## config.mk

```make
export PLATFORM = sky130hd
export DESIGN_NAME = mem_rr_arbiter
export DESIGN_NICKNAME = d
export VERILOG_FILES = /design/src/rtl/mem_pkg.sv /design/src/rtl/mem_rr_arbiter_rr_pick.sv /design/src/rtl/mem_rr_arbiter.sv
export SDC_FILE = /design/constraint.sdc
export NUM_CORES = 1
export LEC_CHECK = 0
export CAP_MARGIN = 20
export CELL_PAD_IN_SITES_DETAIL_PLACEMENT = 2
export CELL_PAD_IN_SITES_GLOBAL_PLACEMENT = 2
export CORE_AREA = 5 5 126 128
export CTS_BUF_LIST = sky130_fd_sc_hd__clkbuf_2 sky130_fd_sc_hd__clkbuf_4 sky130_fd_sc_hd__clkbuf_8
export CTS_CLUSTER_SIZE = 14
export DETAILED_ROUTE_END_ITERATION = 6
export DIE_AREA = 0 0 131 133
export PLACE_DENSITY_LB_ADDON = 0.05
export SYNTH_ARGS = -nofsm -noshare
export SYNTH_HDL_FRONTEND = slang
export SYNTH_HIERARCHICAL = 1
export SYNTH_SLANG_ARGS = --single-unit
export TNS_END_PERCENT = 30
```

## constraint.sdc

```tcl
create_clock -name clk -period 3.2 [get_ports clk]
set_clock_uncertainty 0.1 [all_clocks]
set_input_delay 0.8 -clock clk [delete_from_list [all_inputs] [get_ports clk]]
set_output_delay 0.8 -clock clk [all_outputs]
set_load 0.05 [all_outputs]
```

## src/rtl/mem_pkg.sv

```systemverilog
// Shared types and default widths for the data-memory channel arbiters.
package mem_pkg;

  localparam int ADDR_BITS_DEF     = 8;
  localparam int DATA_BITS_DEF     = 8;
  localparam int NUM_CONSUMERS_DEF = 4;

  typedef enum logic [1:0] {
    IDLE,
    READ_WAIT,
    WRITE_WAIT,
    RELAY
  } arb_state_t;

endpackage

```

## src/rtl/mem_rr_arbiter_rr_pick.sv

```systemverilog
// Combinational rotating-priority picker: first set request at or after ptr, wrapping.
module rr_pick #(
  parameter int N     = 4,
  parameter int PTR_W = (N > 1) ? $clog2(N) : 1
) (
  input  logic [N-1:0]     req,
  input  logic [PTR_W-1:0] ptr,
  output logic             found,
  output logic [PTR_W-1:0] winner
);

  // Scan from the farthest offset down so the nearest request is written last.
  always_comb begin
    int idx;
    found  = 1'b0;
    winner = '0;
    idx    = 0;
    for (int k = N - 1; k >= 0; k--) begin
      idx = int'(ptr) + k;
      if (idx >= N) idx = idx - N;
      if (req[idx]) begin
        found  = 1'b1;
        winner = idx[PTR_W-1:0];
      end
    end
  end

endmodule

```

## src/rtl/mem_rr_arbiter.sv

```systemverilog
// Round-robin arbiter sharing one data-memory channel among several cache ports,
// one transaction in flight at a time.
module mem_rr_arbiter
  import mem_pkg::*;
#(
  parameter int ADDR_BITS     = ADDR_BITS_DEF,
  parameter int DATA_BITS     = DATA_BITS_DEF,
  parameter int NUM_CONSUMERS = NUM_CONSUMERS_DEF
) (
  input  logic                                     clk,
  input  logic                                     reset,
  input  logic [NUM_CONSUMERS-1:0]                 consumer_read_valid,
  input  logic [NUM_CONSUMERS-1:0][ADDR_BITS-1:0]  consumer_read_address,
  output logic [NUM_CONSUMERS-1:0]                 consumer_read_ready,
  output logic [NUM_CONSUMERS-1:0][DATA_BITS-1:0]  consumer_read_data,
  input  logic [NUM_CONSUMERS-1:0]                 consumer_write_valid,
  input  logic [NUM_CONSUMERS-1:0][ADDR_BITS-1:0]  consumer_write_address,
  input  logic [NUM_CONSUMERS-1:0][DATA_BITS-1:0]  consumer_write_data,
  output logic [NUM_CONSUMERS-1:0]                 consumer_write_ready,
  output logic                                     mem_read_valid,
  output logic [ADDR_BITS-1:0]                     mem_read_address,
  input  logic                                     mem_read_ready,
  input  logic [DATA_BITS-1:0]                     mem_read_data,
  output logic                                     mem_write_valid,
  output logic [ADDR_BITS-1:0]                     mem_write_address,
  output logic [DATA_BITS-1:0]                     mem_write_data,
  input  logic                                     mem_write_ready
);

  localparam int IDX_W = $clog2(NUM_CONSUMERS);

  arb_state_t               state;
  logic [IDX_W-1:0]         pointer;
  logic [IDX_W-1:0]         grant;
  logic                     grant_is_read;
  logic [NUM_CONSUMERS-1:0] relay_mask;
  logic [NUM_CONSUMERS-1:0] pending;
  logic                     pick_found;
  logic [IDX_W-1:0]         pick_winner;

  always_comb begin
    relay_mask = '0;
    if (state == RELAY) relay_mask[grant] = 1'b1;
  end

  assign pending = (consumer_read_valid | consumer_write_valid) & ~relay_mask;

  rr_pick #(
    .N     (NUM_CONSUMERS),
    .PTR_W (IDX_W)
  ) u_pick (
    .req    (pending),
    .ptr    (pointer),
    .found  (pick_found),
    .winner (pick_winner)
  );

  always_ff @(posedge clk or posedge reset) begin
    if (reset) begin
      state                <= IDLE;
      pointer              <= '0;
      grant                <= '0;
      grant_is_read        <= 1'b0;
      consumer_read_ready  <= '0;
      consumer_read_data   <= '0;
      consumer_write_ready <= '0;
      mem_read_valid       <= 1'b0;
      mem_read_address     <= '0;
      mem_write_valid      <= 1'b0;
      mem_write_address    <= '0;
      mem_write_data       <= '0;
    end else begin
      case (state)
        IDLE: begin
          if (pick_found) begin
            grant <= pick_winner;
            // A port asserting both read and write gets its read served first.
            if (consumer_read_valid[pick_winner]) begin
              grant_is_read    <= 1'b1;
              mem_read_valid   <= 1'b1;
              mem_read_address <= consumer_read_address[pick_winner];
              state            <= READ_WAIT;
            end else begin
              grant_is_read     <= 1'b0;
              mem_write_valid   <= 1'b1;
              mem_write_address <= consumer_write_address[pick_winner];
              mem_write_data    <= consumer_write_data[pick_winner];
              state             <= WRITE_WAIT;
            end
          end
        end
        READ_WAIT: begin
          if (mem_read_ready) begin
            mem_read_valid             <= 1'b0;
            consumer_read_ready[grant] <= 1'b1;
            consumer_read_data[grant]  <= mem_read_data;
            state                      <= RELAY;
          end
        end
        WRITE_WAIT: begin
          if (mem_write_ready) begin
            mem_write_valid             <= 1'b0;
            consumer_write_ready[grant] <= 1'b1;
            state                       <= RELAY;
          end
        end
        RELAY: begin
          if (grant_is_read ? !consumer_read_valid[grant] : !consumer_write_valid[grant]) begin
            consumer_read_ready  <= '0;
            consumer_write_ready <= '0;
            pointer              <= (grant == IDX_W'(NUM_CONSUMERS - 1)) ? '0 : grant + 1'b1;
            state                <= IDLE;
          end
        end
        default: state <= IDLE;
      endcase
    end
  end

endmodule

```

== After elaboration in Yosys (flattened, before gate mapping) ==
Index checks and enable logic that the tools add are counted.

* $add $sub $neg: 8
* Order comparisons: 11
* Eq/ne operators: 10
* Muxes and demuxes: 64
* Bitwise operators: 6
* Reduce and logical (&&, ||, !) cells: 18

{| class="wikitable"
|+ Operators with widths
! cell !! count
|-
| less-than comparator 32 x 4 -> 1 bit (second input constant) || 4
|-
| 2-to-1 mux 32 bit || 4
|-
| >= comparator 32 x 4 -> 1 bit (second input constant) || 3
|-
| subtractor 32 x 4 -> 32 bit (second input constant) || 3
|-
| binary-select mux 8 bit (select 2 bit) || 3
|-
| bitwise mux 32 bit || 1
|-
| 2-to-1 mux 8 bit || 4
|-
| 2-to-1 mux 1 bit || 24
|-
| 2-to-1 mux 2 bit || 10
|-
| demux 8 bit (select 2 bit) || 1
|-
| 2-to-1 mux 4 bit || 4
|-
| case mux 4 bit (2 select lines) || 2
|-
| binary-select mux 1 bit (select 2 bit) || 7
|-
| OR 4 bit || 3
|-
| AND reduction 3 bit || 4
|-
| AND reduction 4 bit || 3
|-
| != test 2 bit (second input constant) || 5
|-
| case mux 2 bit (4 select lines) || 1
|-
| nonzero test 2 bit || 4
|-
| adder 2 x 2 -> 3 bit (second input constant) || 2
|-
| == test 2 bit (second input constant) || 3
|-
| less-than comparator 2 x 3 -> 1 bit (second input constant) || 2
|-
| AND reduction 2 bit || 3
|-
| bitwise AND 4 bit || 1
|-
| 14 further kinds || 16
|}

* Flip-flop bits (word level): 73
* Input port bits: 116
* Output and inout bits: 66
* Logic and storage cells: 132

== Longest topological paths before layout ==
Gate-level depths: netlist of the first run.

* Depth in word-level cells: 19
* Mapped depth: 13
* Mapped depth without buffers: 10

== Modules after synthesis ==
Netlist of the first run, hierarchy kept.

{| class="wikitable"
|+ By module, submodules not included
! module !! instances !! cells an instance !! area each (um^2) !! seq. area each (um^2)
|-
| mem_rr_arbiter || 1 || 265 || 3783.6 || 1826.8
|-
| rr_pick || 1 || 13 || 77.6 || 0.0
|}

== Worst setup path after synthesis of the first run ==
Ideal clock, no wire load.

* Kind: in2reg
* Start: input consumer_read_valid[3]
* End: register mem_write_address[0]
* Setup time: 0.125 ns
* Data arrival time: 2.777 ns
* Required time: 2.975 ns
* Setup slack: 0.198 ns
* Stages on the path: 9
* Path buffers: 2
* Path through: nor2_1 a21oi_1 mux2i_1 a211oi_2 buf_6 mux4_2 nor2_8 buf_12 mux2_4

* Word-level cells in the longest chain between the ends: 13
* Elaborated cells between the ends (all ways): 28
* Classes of those cells: 24 x mux; 3 x bitwise; 1 x reduce/logical

{| class="wikitable"
|+ Ends and longest elaborated chain
! item !! line !! text
|-
| start, declared || mem_rr_arbiter.sv:12 || <nowiki>input logic [NUM_CONSUMERS-1:0] consumer_read_valid,</nowiki>
|-
| OR 4 bit * || mem_rr_arbiter.sv:46 || <nowiki>assign pending = (consumer_read_valid | consumer_write_valid) & ~relay_mask;</nowiki>
|-
| bitwise AND 4 bit * || mem_rr_arbiter.sv:46 ||
|-
| net pending[3] || mem_rr_arbiter.sv:37 || <nowiki>logic [NUM_CONSUMERS-1:0] pending;</nowiki>
|-
| binary-select mux 1 bit (select 2 bit) || mem_rr_arbiter_rr_pick.sv:21 || <nowiki>if (req[idx]) begin</nowiki>
|-
| 2-to-1 mux 1 bit (implied by the code) (2 in a row) || mem_rr_arbiter_rr_pick.sv:21 ||
|-
| 2-to-1 mux 2 bit (3 in a row) || mem_rr_arbiter_rr_pick.sv:21 ||
|-
| 2-to-1 mux 2 bit * || mem_rr_arbiter_rr_pick.sv:21 ||
|-
| net pick_winner[0] || mem_rr_arbiter.sv:39 || <nowiki>logic [IDX_W-1:0] pick_winner;</nowiki>
|-
| binary-select mux 1 bit (select 2 bit) || mem_rr_arbiter.sv:78 || <nowiki>if (consumer_read_valid[pick_winner]) begin</nowiki>
|-
| 2-to-1 mux 1 bit (implied by the code) || mem_rr_arbiter.sv:78 ||
|-
| NOT 1 bit (no source line) || n/a ||
|-
| AND reduction 3 bit (no source line) || n/a ||
|-
| end signal, assigned || mem_rr_arbiter.sv:86 || <nowiki>mem_write_address <= consumer_write_address[pick_winner];</nowiki>
|-
| end, declared || mem_rr_arbiter.sv:25 || <nowiki>output logic [ADDR_BITS-1:0] mem_write_address,</nowiki>
|}

The timed path passes the listed nets; every way through them passes the cells marked *. The select of a mux whose other input is x is not followed.
A chain may end at the register's enable or synchronous reset.

== Worst setup path after layout of the first run ==
* Start: input consumer_read_valid[3]
* End: register mem_write_address[3]

The elaborated chain is that of the path after synthesis.

==> results of run 1 <==
per-stage QoR:
stage,TNS (ns),instances,hold WS (ns)
floorplan,0,278,0.397
global placement,-8.57,650,0.388
detailed placement,-11.46,650,0.396
CTS,0,666,0.415
global route,0,667,0.428
finish,0,667,0.411
path summary, 6_finish.rpt:
kind                                                     from                            endpoint  cells after the start
hold / removal             consumer_read_data[29]$_DFFE_PP0P_  consumer_read_data[29]$_DFFE_PP0P_                      1
setup / recovery                       consumer_read_valid[3]    mem_write_address[3]$_DFFE_PP0P_                      9
setup reg to reg                         grant[1]$_DFFE_PP0P_    mem_write_address[3]$_DFFE_PP0P_                      9
max in group asynchronous                               reset  consumer_read_ready[0]$_DFFE_PP0P_                      3
hold reg to reg            consumer_read_data[29]$_DFFE_PP0P_  consumer_read_data[29]$_DFFE_PP0P_                      1
min in group asynchronous                               reset  consumer_read_data[26]$_DFFE_PP0P_                      2
kinds of logic (layout without fill, tap and decap cells):
family / after synthesis / after routing / synth area share, %
fa+ha+maj: 8 / 8 / 2.59
mux: 90 / 90 / 34.5
flops: 73 / 73 / 47.3
simple gates: 47 / 47 / 6.25
compound gates: 34 / 34 / 5.83
buf+inv: 26 / 227 / 3.47
layer usage:
metal,track usage [%],share of wire [%]
met1,16.8,37
met2,26.5,53
met3,5.53,8.5
met4,4.29,1.2
met5,0,0
cell usage after synthesis (2+ instances only):
master | count | share of area (%)
mux2_2 | 50 | 15
dfrtp_1 | 73 | 47
mux4_1 | 2 | 1.4
a22oi_1 | 2 | 0.39
mux2i_1 | 5 | 1.3
nand3_1 | 5 | 0.65
mux4_2 | 23 | 13
a21oi_1 | 8 | 1.0
o21ai_0 | 9 | 1.2
o41ai_1 | 2 | 0.45
buf_2 | 4 | 0.52
mux2_4 | 10 | 3.9
nor2b_1 | 6 | 0.97
nand2b_1 | 2 | 0.32
a22o_1 | 3 | 0.68
ha_1 | 8 | 2.6
clkbuf_1 | 4 | 0.39
nand2_1 | 15 | 1.5
buf_6 | 2 | 0.58
inv_1 | 15 | 1.5
o31ai_1 | 3 | 0.58
nor2_1 | 11 | 1.1
a211oi_1 | 4 | 0.78
area by class of cell:
class	instances	area [um^2]
Multi-Input combinational cell	179	1940
Inverter	15	57.6
Tap cell	188	235
Clock inverter	7	62.6
Fill cell	1501	8550
Clock buffer	9	124
Sequential cell	73	1830
Timing Repair Buffer	196	1950
repair_timing:
action | CTS | global route
setup endpoints to repair | 25 | 28
pin swaps | 0 | 2
hold endpoints to repair | 0 | 0
cloned | 0 | 0
resized for setup | 1 | 7
setup buffers | 0 | 1
hold buffers | 0 | 0
layout by cell type (no fill, tap or decap), types with 9 or more instances in the layout:
cell and n:
mux4_2 23, inv_1 14, mux2_4 10, nand2_1 15, clkdlybuf4s50_1 181, mux2_2 50, nor2_1 10, clkbuf_8 9
dfrtp_1 73, buf_4 12
sequential cells by signal, summed over array words and instances (netlist names):
| register | flops |
|---|---|
| mem_write_data | 8 |
| grant_is_read | 1 |
| mem_read_address | 8 |
| mem_write_address | 8 |
| mem_write_valid | 1 |
| grant | 2 |
| consumer_write_ready | 4 |
| pointer | 2 |
| mem_read_valid | 1 |
| consumer_read_data | 32 |
| state | 2 |
| consumer_read_ready | 4 |
power breakdown:
group,switching [uW],internal (uW)
clock,398,297
sequential,285,1370
combinational,2640,1980
==> metrics.md, run 1 <==
| Metric | Value |
|---|---|
| Run status | `finished, final reports clean` |
| Final HPWL DP | `between 10 and 15 mm` |
| Synth unique cells | `35` |
| Clk_lat worst skew | `0.36 ns` |
| Row cnt | `45` |
| Final Total Pwr | `roughly 7000 uW` |
| Root buf cell | `clkbuf_8` |
| Final instance area | `around 0.0062 mm^2` |
| Die W | `approximately 130 um` |
| H-tree depth | `3` |
| Max-cap violations | `0` |
| Vias in the first global route | `around 3,700` |
| Required @ worst endpoint | `3.35 ns` |
| Total die area | `between 0.015 and 0.02 mm^2` |
| Placement Setup Slack | `-0.434 ns` |
| CP max FO | `10` |
| ANT cells | `0` |
| Clock Sinks | `between 70 and 80` |
| Io pins | `~180` |
| Sequential share of the synthesized area | `roughly 47%` |
| CTS tree | `built` |
| Top delay family on crit path | `multiplexers` |
| Mapped Nets | `402` |
| Cells after Synth | `278` |
| Iter 0 DRT Violations | `94` |
| Die height | `133 um` |
| Final Hold Viols | `0` |
| Area of the mapped netlist | `just under 0.004 mm^2` |
| Yosys warnings | `6` |
| Worst setup SP type | `input port` |
| Worst IR drop on VDD | `approximately 0.26 mV` |
| R2r setup slk | `roughly 0.25 ns` |
| Core Region | `about 0.015 mm^2` |
| GR Overflow Total | `0` |
| Avg WL per Cell | `18.9 um` |
| DRT Pass-1 Iters | `4` |
| Area grow syn2layout | `60.5%` |
| Residual DRC | `0` |
| Quantity of I/O buffers inserted on ports | `about 180` |
| Max Slew Vio Count | `0` |
| Mean Syn Cell Area | `between 10 and 15 um^2` |
| TritonCTS Buffers | `9` |
| Initial antenna violation count | `0` |
| Slew headroom | `a little over half` |
| Fmax | `0.325 GHz` |
| Pin count of the biggest net entering global routing | `39` |
| Nature of the critical path endpoint | `register` |
| Vias per cell | `4.64` |
| DRT Wirelength | `12.6 mm` |
| Cell Pwr Density | `1120 mW/mm^2` |
| Crit path DAT | `3.23 ns` |
| Ys async rst share | `between 90% and 100%` |
| First-pass GRT wire length | `between 20 and 25 mm` |
| Seq cells post-synth | `between 70 and 80` |
| Worst Setup Slack, final | `0.120 ns` |
| Post-synth EDFFs | `0` |
| CP bufs+invs | `2` |
| Starting Density | `between 20% and 30%` |
| Unrepaired setup endpoints after global routing | `false` |
| Maximum clock insertion buffer count | `2` |
| Slowest cell on the critical path | `mux4_2` |
| Vias after detailed routing | `between 3,000 and 4,000` |
| # setup viols final | `0` |
| Util after Layout | `42.0%` |
| Top FF cell, synth | `dfrtp_1` |
| Hold/Removal Path Class | `reg2reg` |
| Placement Cell Area | `between 0.005 and 0.006 mm^2` |
| Post-layout nets | `roughly 600` |
| CP Cell Sequence | `clkdlybuf4s50_1 > nor2_1 > a21oi_2 > mux2i_2 > a211oi_4 > mux4_2 > nor2_8 > buf_12 > mux2_2` |
| Clock-pin slew on the worst setup and hold paths | `about 0.08 ns` |
| Layout cells sized above 1 | `a little over a quarter` |
| CP Class | `in2reg` |
| Period utilization | `96.2%` |
| Max incr delay on CP | `roughly 0.67 ns` |
| Routed Antenna Nets | `0` |
| Worst-Margin Slew | `around 0.7 ns` |
| Post-route minimum period | `about 3 ns` |
| Final RePlAce weighted congestion | `0.786` |
| Leak pwr | `~0.0025 uW` |
| Tot GR Track Use | `between 10% and 20%` |
No activity file was read; power rests on OpenSTA's default activity.
==> inputs of run 2 (changes only) <==
Settings changed: CORE_AREA 5 5 126 128 to 5 5 153 111, DIE_AREA 0 0 131 133 to 0 0 158 116, SYNTH_HIERARCHICAL 1 to default.
==> run 2 against run 1 <==
  * Global-route usage is 1.1 points higher
  * Cell count up 10%
  * First-iteration DRC count decreased by 7.4%
  * Combinational power grew 10%
  * Sequential cell count is the same
  * Critical path type unchanged
==> metrics.md, run 2 <==
| Metric | Value |
|---|---|
| Post-layout nets | `around 660` |
| Clock Sinks | `73` |
| Tot GR Track Use | `16.2%` |
| Synth unique cells | `42` |
| Cell Pwr Density | `between 1000 and 1500 mW/mm^2` |
| Worst Setup Slack, final | `approximately 0.25 ns` |
| Area grow syn2layout | `61.3%` |
| Switching power total | `around 3700 uW` |
| TritonCTS Buffers | `9` |
| Sequential share of the synthesized area | `45.2%` |
| Sequential cell area | `about 0.0018 mm^2` |
| Initial antenna violation count | `0` |
| Vias in the first global route | `between 4,000 and 5,000` |
| Layout cells sized above 1 | `20.7%` |
| Yosys warnings | `0` |
| Max Slew Vio Count | `0` |
| Post-route minimum period | `about 3 ns` |
| Total die area | `0.0183 mm^2` |
| Most frequent cells in the layout | `181 x clkdlybuf4s50_1, 73 x mux2i_1, 73 x dfrtp_1, 48 x mux2_2, 28 x buf_4` |
| Core Region | `0.0153 mm^2` |
| Iter 0 DRT Violations | `87` |
| Worst-Margin Slew | `about 0.6 ns` |
| CP max FO | `9` |
| Hold-fix buffers, CTS | `0` |
| Fmax | `approximately 0.34 GHz` |
| Required @ worst endpoint | `around 3.4 ns` |
| Run status | `finished, final reports clean` |
| Cells after Synth | `around 320` |
| Ys async rst share | `between 90% and 100%` |
| Area of the mapped netlist | `approximately 0.0040 mm^2` |
| First-pass GRT wire length | `between 20 and 25 mm` |
| Combinational fraction of design power | `~70%` |
| Quantity of I/O buffers inserted on ports | `between 150 and 200` |
| R2r setup slk | `roughly 0.3 ns` |
| Switching part of the total power | `49.0%` |
| Fillers | `roughly 1,600` |
| Maximum clock insertion buffer count | `2` |
| Max FFs per register | `32` |
| Synth top area share | `45.2%` |
| Io pins | `~180` |
| Util after Layout | `about 43%` |
| Routed Antenna Nets | `0` |
| DRT Pass-1 Iters | `4` |
| Post-synth EDFFs | `0` |
| Largest area contributor in the netlist | `dfrtp_1` |
| Avg WL per Cell | `19.4 um` |
| Biggest register | `consumer_read_data` |
| Mapped Nets | `roughly 450` |
| Clock-pin slew on the worst setup and hold paths | `0.09 ns` |
| Area of the multi-input gates | `between 0.002 and 0.0025 mm^2` |
| Clk_lat worst skew | `about 0.36 ns` |
| Leading cell type in the layout, fill and taps excluded | `clkdlybuf4s50_1` |
| Leading post-synthesis cells by cell area | `dfrtp_1 45%, mux2i_1 18%, mux2_2 13%` |
| DRT Wirelength | `14.3 mm` |
| Starting Density | `between 20% and 30%` |
| Worst IR drop on VDD | `~0.5 mV` |
| GR Overflow Total | `0` |
| Die height | `roughly 120 um` |
| Slew headroom | `61.0%` |
| Commonest cells post-synth | `73 x dfrtp_1, 73 x mux2i_1, 48 x mux2_2` |
| Max-cap violations | `0` |
| Final HPWL DP | `around 12 mm` |
| # setup viols final | `0` |
| Sequential group share of total power | `~22%` |
| Vias after detailed routing | `approximately 3,400` |
| Final RePlAce weighted congestion | `approximately 0.83` |
| Internal | `between 3000 and 4000 uW` |
| Die W | `between 150 and 200 um` |
| Mean Syn Cell Area | `12.6 um^2` |
| Leak pwr | `0.00283 uW` |
| ANT cells | `0` |
| Clock power share | `9.6%` |
| Residual DRC | `0` |
| CP Class | `in2reg` |
| Period utilization | `92.2%` |
| Crit path DAT | `between 3 and 4 ns` |
| Nature of the critical path endpoint | `register` |
| Final Hold Viols | `0` |
| Placement Setup Slack | `-0.242 ns` |
| Root buf cell | `clkbuf_8` |
| Hold/Removal Path Class | `reg2reg` |
| Worst setup SP type | `input port` |
| CTS tree | `built` |
| Top FF cell, synth | `dfrtp_1` |
| H-tree depth | `3` |
| Row cnt | `38` |
| Unrepaired setup endpoints after global routing | `false` |
| Vias per cell | `4.66` |
| Seq cells post-synth | `73` |
| Pin count of the biggest net entering global routing | `46` |
## run 2: changes by cell type after synthesis, moves of 5 or more
cell,change
mux4_2,-21
mux2_4,-10
inv_1,-5
mux2i_1,+68
o21ai_0,-5
mux2_1,+10
## run 2: power groups by stage
| stage | clock network (uW) | logic [uW] | registers [uW] |
|---|---|---|---|
| after CTS | 753 | 5150 | 1680 |
| after floorplan | 0 | 1930 | 3010 |
| after global placement | 0 | 5040 | 1660 |
| final | 717 | 5080 | 1670 |
| after global routing | 806 | 5410 | 1740 |
| after detailed placement | 0 | 5130 | 1690 |
## run 2: repair_timing
item / in CTS / in global routing
setup endpoints to repair: 0 / 16
buffers inserted: 0 / 1
gates resized for setup: 0 / 1
## run 2: path summary, 6_finish.rpt
| kind | from | endpoint | cells after the start |
|---|---|---|---|
| min | mem_write_data[5]$_DFFE_PP0P_ | mem_write_data[5]$_DFFE_PP0P_ | 1 |
| max reg2reg | grant[1]$_DFFE_PP0P_ | mem_read_address[5]$_DFFE_PP0P_ | 9 |
| max | consumer_read_valid[2] | mem_read_address[5]$_DFFE_PP0P_ | 9 |
| max in group asynchronous | reset | consumer_read_data[14]$_DFFE_PP0P_ | 3 |
| min reg2reg | mem_write_data[5]$_DFFE_PP0P_ | mem_write_data[5]$_DFFE_PP0P_ | 1 |
| min in group asynchronous | reset | mem_write_data[6]$_DFFE_PP0P_ | 2 |
## run 2: routing by layer
metal | GRT usage, % | wire [um]
met1 | 20.3 | 6050
met2 | 25.6 | 6660
met3 | 7.61 | 1480
met4 | 3.41 | 122
met5 | 0 | 0
## run 2: kinds of logic after synthesis
logic type | after synthesis | synth area share [%]
multiplexers | 133 | 35.3
flip-flops | 73 | 45.2
AO/OA/AOI/OAI | 44 | 8.82
AND/OR/NAND/NOR | 38 | 4.61
buffers and inverters | 24 | 3.25
adder cells (fa/ha/maj) | 9 | 2.79
## run 2: cell type report
type	count	share of cell area [%]
well taps	200	3.84
clock buffers	9	1.90
multi-input cells	224	32.1
flip-flops and latches	73	28.0
clock inverters	7	1.02
repair buffers	214	32.5
inverters	10	0.595
## run 2: through the flow
step,instance area (um^2),hold WS [ns],TNS (ns),cells,total power (uW)
after floorplan,4040,0.372,0,321,4940
after global placement,6300,0.370,-2.56,720,6710
after detailed placement,6300,0.380,-4.46,720,6820
after CTS,6490,0.401,0,736,7580
after global routing,6520,0.422,0,737,7960
final,6520,0.392,0,737,7470
## run 2: worst max-delay path: stages
cell and delay, ns:
clkdlybuf4s50_1 0.47, o2bb2ai_1 0.30, o21bai_1 0.16, o21a_2 0.26, buf_4 0.14, o211a_1 0.25
nor3_4 0.21, buf_12 0.16, mux2_2 0.34
==> inputs of run 3 (changes only) <==
Settings changed: ABC_CLOCK_PERIOD_IN_PS from default to 3200, GPL_ROUTABILITY_DRIVEN from default to 0.
==> results of run 3 <==
Same layout as run 2: the final DEF is identical, and so are final timing and power.
